===== src/rtl/rv_register_file_pkg.sv =====
// Shared constants and types for the RV32I integer register file.
// Used by the register file, its read ports and its bus interface.
package rv_pkg;
   localparam int XLEN   = 32;
   localparam int NREG   = 32;
   localparam int REG_AW = 5;

   typedef logic [REG_AW-1:0] reg_idx_t;
   typedef logic [XLEN-1:0]   xlen_t;

   localparam reg_idx_t REG_ZERO = '0;
endpackage


===== src/rtl/rv_register_file_if.sv =====
// Read/write bus between decode/writeback (master) and the register file (slave).
// Port names match the register file's external pin names.
interface rv_register_file_if;
   import rv_pkg::*;

   reg_idx_t i_Rnum1;
   reg_idx_t i_Rnum2;
   xlen_t    o_Rd1;
   xlen_t    o_Rd2;
   logic     i_Wen;
   reg_idx_t i_Wnum;
   xlen_t    i_Wd;

   modport master (
      output i_Rnum1, i_Rnum2, i_Wen, i_Wnum, i_Wd,
      input  o_Rd1, o_Rd2
   );

   modport slave (
      input  i_Rnum1, i_Rnum2, i_Wen, i_Wnum, i_Wd,
      output o_Rd1, o_Rd2
   );
endinterface


===== src/rtl/rv_register_file_rd_port.sv =====
// Combinational read mux over the flattened register array.
// Index 0 is forced to zero regardless of what the array holds.
module rv_register_file_rd_port #(
   parameter int XLEN = rv_pkg::XLEN,
   parameter int NREG = rv_pkg::NREG,
   parameter int AW   = rv_pkg::REG_AW
) (
   input  logic [NREG-1:0][XLEN-1:0] regs,
   input  logic [AW-1:0]             idx,
   output logic [XLEN-1:0]           data
);

   // index-to-data mux with x0 zero gating
   always_comb begin
      data = '0;
      if (idx == AW'(0)) begin
         data = '0;
      end else begin
         data = regs[idx];
      end
   end

endmodule


===== src/rtl/rv_register_file.sv =====
// RV32I general-purpose register file: x1..x31 are flops, x0 reads zero.
// Two asynchronous read ports, one synchronous write port, no write-through bypass.
module rv_register_file #(
   parameter int XLEN = rv_pkg::XLEN,
   parameter int NREG = rv_pkg::NREG,
   parameter int AW   = rv_pkg::REG_AW
) (
   input logic               i_clk,
   input logic               i_rst_n,
   rv_register_file_if.slave rf
);

   logic [NREG-1:1][XLEN-1:0] regs_r;
   logic [NREG-1:0][XLEN-1:0] regs_s;
   logic [NREG-1:1]           wen_s;

   // per-register write-enable decode; x0 never gets an enable
   always_comb begin
      wen_s = '0;
      for (int i = 1; i < NREG; i++) begin
         if (rf.i_Wen && (rf.i_Wnum == AW'(i))) begin
            wen_s[i] = 1'b1;
         end else begin
            wen_s[i] = 1'b0;
         end
      end
   end

   // register storage; async reset clears everything and blocks writes
   always_ff @(posedge i_clk or negedge i_rst_n) begin
      if (!i_rst_n) begin
         regs_r <= '0;
      end else begin
         for (int i = 1; i < NREG; i++) begin
            if (wen_s[i]) begin
               regs_r[i] <= rf.i_Wd;
            end else begin
               regs_r[i] <= regs_r[i];
            end
         end
      end
   end

   // x0 has no storage: slot 0 of the read view is a constant zero
   assign regs_s = {regs_r, {XLEN{1'b0}}};

   rv_register_file_rd_port #(.XLEN(XLEN), .NREG(NREG), .AW(AW)) u_rd1 (
      .regs (regs_s),
      .idx  (rf.i_Rnum1),
      .data (rf.o_Rd1)
   );

   rv_register_file_rd_port #(.XLEN(XLEN), .NREG(NREG), .AW(AW)) u_rd2 (
      .regs (regs_s),
      .idx  (rf.i_Rnum2),
      .data (rf.o_Rd2)
   );

endmodule


===== src/flat_wrapper.sv =====
// flat-port wrapper written by rule: the top's interface ports become plain ports
module rv_register_file_flat 
#(
   parameter int XLEN = rv_pkg::XLEN,
   parameter int NREG = rv_pkg::NREG,
   parameter int AW   = rv_pkg::REG_AW
)
  (i_clk, i_rst_n, rf_i_Rnum1, rf_i_Rnum2, rf_i_Wen, rf_i_Wnum, rf_i_Wd, rf_o_Rd1, rf_o_Rd2);
  rv_register_file_if rf_i ();
  input logic i_clk;
  input logic i_rst_n;
  input wire logic [$bits(rf_i.i_Rnum1)-1:0] rf_i_Rnum1;
  input wire logic [$bits(rf_i.i_Rnum2)-1:0] rf_i_Rnum2;
  input wire logic [$bits(rf_i.i_Wen)-1:0] rf_i_Wen;
  input wire logic [$bits(rf_i.i_Wnum)-1:0] rf_i_Wnum;
  input wire logic [$bits(rf_i.i_Wd)-1:0] rf_i_Wd;
  output wire logic [$bits(rf_i.o_Rd1)-1:0] rf_o_Rd1;
  output wire logic [$bits(rf_i.o_Rd2)-1:0] rf_o_Rd2;
  assign rf_i.i_Rnum1 = rf_i_Rnum1;
  assign rf_i.i_Rnum2 = rf_i_Rnum2;
  assign rf_i.i_Wen = rf_i_Wen;
  assign rf_i.i_Wnum = rf_i_Wnum;
  assign rf_i.i_Wd = rf_i_Wd;
  assign rf_o_Rd1 = rf_i.o_Rd1;
  assign rf_o_Rd2 = rf_i.o_Rd2;
  rv_register_file #(.XLEN(XLEN), .NREG(NREG), .AW(AW)) u_core (.i_clk(i_clk), .i_rst_n(i_rst_n), .rf(rf_i));
endmodule

===== config.mk =====
export PLATFORM = sky130hd
export DESIGN_NAME = rv_register_file_flat
export DESIGN_NICKNAME = d
export VERILOG_FILES = /design/src/rtl/rv_register_file_pkg.sv /design/src/rtl/rv_register_file_if.sv /design/src/rtl/rv_register_file_rd_port.sv /design/src/rtl/rv_register_file.sv /design/src/flat_wrapper.sv
export SDC_FILE = /design/constraint.sdc
export NUM_CORES = 2
export LEC_CHECK = 0
export ABC_AREA = 1
export CORE_ASPECT_RATIO = 1.2
export CORE_MARGIN = 2
export CORE_UTILIZATION = 25
export DETAILED_ROUTE_END_ITERATION = 6
export SYNTH_ARGS = -nofsm -noshare
export SYNTH_HDL_FRONTEND = slang
export SYNTH_SLANG_ARGS = --single-unit
export TNS_END_PERCENT = 10

===== constraint.sdc =====
create_clock -name i_clk -period 2 [get_ports i_clk]
set_input_delay 0.3 -clock i_clk [delete_from_list [all_inputs] [get_ports i_clk]]
set_output_delay 0.3 -clock i_clk [all_outputs]
set_load 0.05 [all_outputs]

Yosys cells after proc, flatten, opt, wreduce, memory -nomap -nowiden
Index checks and enable logic that the tools add are counted.
Widths: inputs -> output; s select.
Cells by class
  multiplexer cells: 37
  $lt $le $gt $ge: 2
  equality and inequality tests: 31
  reduce and logical (&&, ||, !) cells: 33
Operators by type and width (number)
  $bmux 32 s5: 2
  $mux 32: 4
  $eq 5x5->1 const B: 16
  $eq 5x4->1 const B: 8
  $logic_and 1x1->1: 31
  $mux 1: 31
  $eq 5x3->1 const B: 4
  $lt 5x6->1 const B: 2
  $eq 5x2->1 const B: 2
  $logic_not 5->1: 2
  $eq 5x1->1 const B: 1
Storage, ports and cells
  output and inout bits: 64
  register bits: 992
  input port bits: 50
  logic and storage cells: 134

Logic depth before layout (Yosys ltp)
  depth in word-level cells: 3
  mapped depth: 12
  mapped depth without buffers: 9

Modules after synthesis
Synthesis repeated with hierarchy kept, for this count alone.
Unflattened totals
  cells, all modules: 9381
  area total of the unflattened synthesis: 60913.4 um2
By module, submodules not included
  rv_register_file: area an instance 39437.8 um2, cells an instance 4453, sequential area each 24823.8 um2, instances 1
  rv_register_file_rd_port: area an instance 10737.8 um2, cells an instance 2464, sequential area each 0.0 um2, instances 2

Worst setup path before layout
OpenSTA, ideal clock, no wires.
  path type: input port to output port
  from: in rf_i_Rnum2[1]
  to: out rf_o_Rd2[11]
  buffers on the path: 3
  path slack: 0.071 ns
  data arrival time: 1.629 ns
  cell stages on the path: 10
  cells stage by stage: buf_4 > inv_1 > buf_2 > clkbuf_1 > nand3_1 > nand3_1 > nand3_1 > nand2_1 > nand2_1 > nand2_1
Between the ends
  longest elaborated chain between the ends: 3
  elaborated cells between the ends (all ways): 4
  those cells by class: mux: 3; reduce/logical: 1
RTL lines
  start, declared: line flat_wrapper.sv:13  | input wire logic [$bits(rf_i.i_Rnum2)-1:0] rf_i_Rnum2;
  $bmux 32 s5: line rv_register_file_rd_port.sv:19  | data = regs[idx];
  $mux 32 (not written as such): line rv_register_file_rd_port.sv:19
  $mux 32 *: line rv_register_file_rd_port.sv:16  | if (idx == AW'(0)) begin
  end, declared: line flat_wrapper.sv:18  | output wire logic [$bits(rf_i.o_Rd2)-1:0] rf_o_Rd2;
Every way passes the cells marked *; elsewhere a longest branch is shown, timed or not. The select of a mux whose other input is x is not followed.

Final worst setup path
  from: reg u_core.regs_r[496] (netlist bit)
  to: out rf_o_Rd1[16]
Between the ends
  longest elaborated chain between the ends: 3
RTL lines
  start, declared: line rv_register_file.sv:13  | logic [NREG-1:1][XLEN-1:0] regs_r;
  start signal, assigned by index: line rv_register_file.sv:36  | regs_r[i] <= rf.i_Wd;
  start signal, assigned by index: line rv_register_file.sv:38  | regs_r[i] <= regs_r[i];
  $bmux 32 s5: line rv_register_file_rd_port.sv:19
  $mux 32 (not written as such): line rv_register_file_rd_port.sv:19
  $mux 32: line rv_register_file_rd_port.sv:16
  end, declared: line flat_wrapper.sv:17  | output wire logic [$bits(rf_i.o_Rd1)-1:0] rf_o_Rd1;
No other way between the ends. The select of a mux whose other input is x is not followed.

==> flow_metrics.py <==
metrics = {
    "status": {
        "outcome": "finished, violations left",
        "violations": "design-rule violations, negative setup slack",
    },
    "synthesis": {
        "synth_most_common_cell": "nand2_1",
        "synth_warnings": 0,
        "synth-main-ff-cell": "dfrtp_1",
        "yosysSeqAreaShare": 0.437,
        "ys_ff_latch": 992,
        "synth_area_leader_cell": "dfrtp_1",
        "avgSynthCellArea_sq_um": 6.75,
        "synth_area_sq_um": 56800,
        "synth.area.top_cells": "dfrtp_1, nand2_1, nand3_1, o21ai_0, inv_1",
        "synthCells": 8413,
        "ys_types": 24,
        "synth.top_cell.area_share": 0.437,
        "syn-num-nets": 8463,
        "synth_common_cells": "nand2_1, nand3_1, dfrtp_1",
        "async_reset_ff_frac": 1.00,
        "synth-edff-count": 0,
    },
    "sta": {
        "relSlewSlack": 0.573,
        "slew_viol_final": 0,
        "setup_ws_ps": -367,
        "min_period_ps": 2370,
        "fin_crit_sh": 1.18,
        "worst_slew_pin_slew_ps": 641,
        "setup_violations": 64,
        "fmaxAchievable_mhz": 422,
        "rsz0062_at_grt": "yes",
        "skew_ps": 0,
        "hold_violations": 0,
        "fin_tns_setup_ps": -16210,
    },
    "detailed_routing": {
        "wl_per_cell_um": 20.2,
        "drc": 5,
        "dr.first_iter.drc_count": 6398,
        "detail-route-antenna-nets": 0,
        "dr.pass1.iters": 7,
        "drt-total-wl_um": 234000,
        "vias": 57500,
        "via_per_inst": 4.96,
    },
    "layout": {
        "top_regs": "u_core.regs_r (992)",
        "largest-register": "u_core.regs_r",
        "nFillCells": 24100,
        "layout-drive-gt1-share": 0.144,
        "area_growth_pct": 26.3,
        "nNetsFinal": 8571,
        "largest_reg_flops": 992,
    },
    "power_and_ir_drop": {
        "power_density_nw_per_um2": 864,
        "cellLeakagePower_nw": 34.4,
        "ir_worst_vdd_v": 0.000710,
    },
    "setup_path": {
        "r2r_start": "u_core.regs_r[633]",
        "r2r-end": "u_core.regs_r[633]",
        "crit_arrival_ps": 2070,
        "reg2reg_depth": 4,
        "worst-setup-path-type": "flop to output port",
        "end_kind": "output port",
        "crit_required_ps": 1700,
        "endpoint": "rf_o_Rd1[16]",
        "startpoint": "u_core.regs_r[496]",
        "rrSetupSlack_ps": 1100,
        "cp-start-kind": "flop",
        "critPathMaxFanout": 2,
    },
    "global_routing": {
        "grt_usage": 0.199,
        "gr-total-overflow": 0,
        "grt_max_degree": 101,
        "grt_pass1_wl_um": 354000,
        "grt_pass1_vias": 54600,
        "antenna_found_initial": 2,
    },
    "floorplanning": {
        "die_h_um": 526,
        "core_sq_um": 226000,
        "die_width_um": 439,
        "placementRows": 191,
        "ios": 114,
        "dieArea_sq_um": 231000,
        "start_util": 0.252,
    },
    "cts": {
        "numClockSinks": 992,
        "clkSlewWorstSetupHoldPaths_ps": 70,
        "h-tree-depth": 3,
        "cts_buffer_depth": 3,
        "cts_root_buf": "clkbuf_16",
        "cts_tree": "built",
        "clk_latency_ps": 710,
        "cts_buffers": 99,
    },
    "placement": {
        "port-buffer-count": 113,
        "dpl.hpwl_um": 154000,
        "dpl_worst_slack_ps": -435,
        "place_congestion": 0.908,
    },
    "worst_hold_path": {
        "hp-class": "primary input to asynchronous set/reset pin",
    },
    "flow_run": {
        "drv_cap": 0,
    },
}
-- power breakdown --
group          internal [mW]  total, mW  switching [mW]
Clock                   11.4       20.1            8.79
Combinational           6.14       15.4            9.25
Sequential              23.8       26.5            2.68
Total                   41.3       62.0            20.7
-- layout make-up --
cell class / count / area, sq um / share of cell area
clock inverters: 43 / 569 / 0.00793
flip-flops and latches: 992 / 24800 / 0.346
inverters: 723 / 2760 / 0.0384
diodes: 3 / 7.51 / 0.000105
clock buffers: 136 / 2830 / 0.0394
well taps: 2991 / 3740 / 0.0521
repair buffers: 700 / 9450 / 0.132
multi-input cells: 6005 / 27600 / 0.385
-- worst min path at each step --
stage / depth (start not counted) / start / to
2_1_floorplan: 0 / i_rst_n / u_core.regs_r[0]
3_3_place_gp: 1 / i_rst_n / u_core.regs_r[900]
3_5_place_dp: 1 / i_rst_n / u_core.regs_r[900]
4_1_cts: 2 / i_rst_n / u_core.regs_r[900]
5_1_grt: 2 / i_rst_n / u_core.regs_r[900]
6_report: 2 / i_rst_n / u_core.regs_r[900]
-- per-stage QoR --
step	instances	utilization	hold slack (ps)	cell area, sq um	total power [mW]
after CTS	11600	0.315	31.9	71200	61.9
final	11600	0.318	62.2	71800	62.0
after global routing	11600	0.318	70.0	71800	65.4
after global placement	11400	0.297	197	67000	41.1
after floorplan	8413	-	4.41	56800	35.3
after detailed placement	11400	0.297	194	67000	41.3
-- cell families after synthesis --
kind of cell	share of synthesized area
flip-flops	0.437
AO/OA/AOI/OAI	0.104
AND/OR/NAND/NOR	0.358
buffers and inverters	0.101
-- worst max-delay path: stages (launching register included) --
cell,delay (ps)
dfrtp_1,400
or2_4,240
nand3_2,60
nand3_2,70
nand2_2,70
inv_2,40
nand3_2,60
nand2_2,80
buf_12,150
buf_12,140
-- cell usage in the layout (no fill, tap or decap), types with 6 or more instances in the layout --
cell type and instances:
clkinvlp_4 6, or2_4 23, clkbuf_16 101, nand3_2 103, buf_6 6, clkinv_2 16
inv_1 656, nand2_2 81, bufinv_16 11, nand2_4 65, a21oi_1 189, dfrtp_1 991
nor2_2 14, buf_4 325, nor2_1 120, clkbuf_8 17, or2_2 38, inv_6 6
buf_12 323, nand2_1 2955, clkbuf_1 18, inv_2 60, nand3_1 1398, nor2_4 12
o21ai_0 904, clkdlybuf4s50_1 38, o21ai_1 88, nand3_4 8
-- routing by layer --
| metal | track usage | wire [um] |
|---|---|---|
| met4 | 0.116 | 14900 |
| met2 | 0.325 | 108000 |
| met3 | 0.0259 | 17400 |
| met1 | 0.251 | 93800 |
| met5 | 0 | 0 |
-- what timing repair did --
item / in CTS / in global routing
setup buffers: 14 / 21
pin swaps: 79 / 69
endpoints found under the hold margin: 710 / 0
resized for setup: 223 / 145
setup endpoints to repair: 64 / 64
hold buffers: 1 / 0
(Power assumes the default switching activity.)
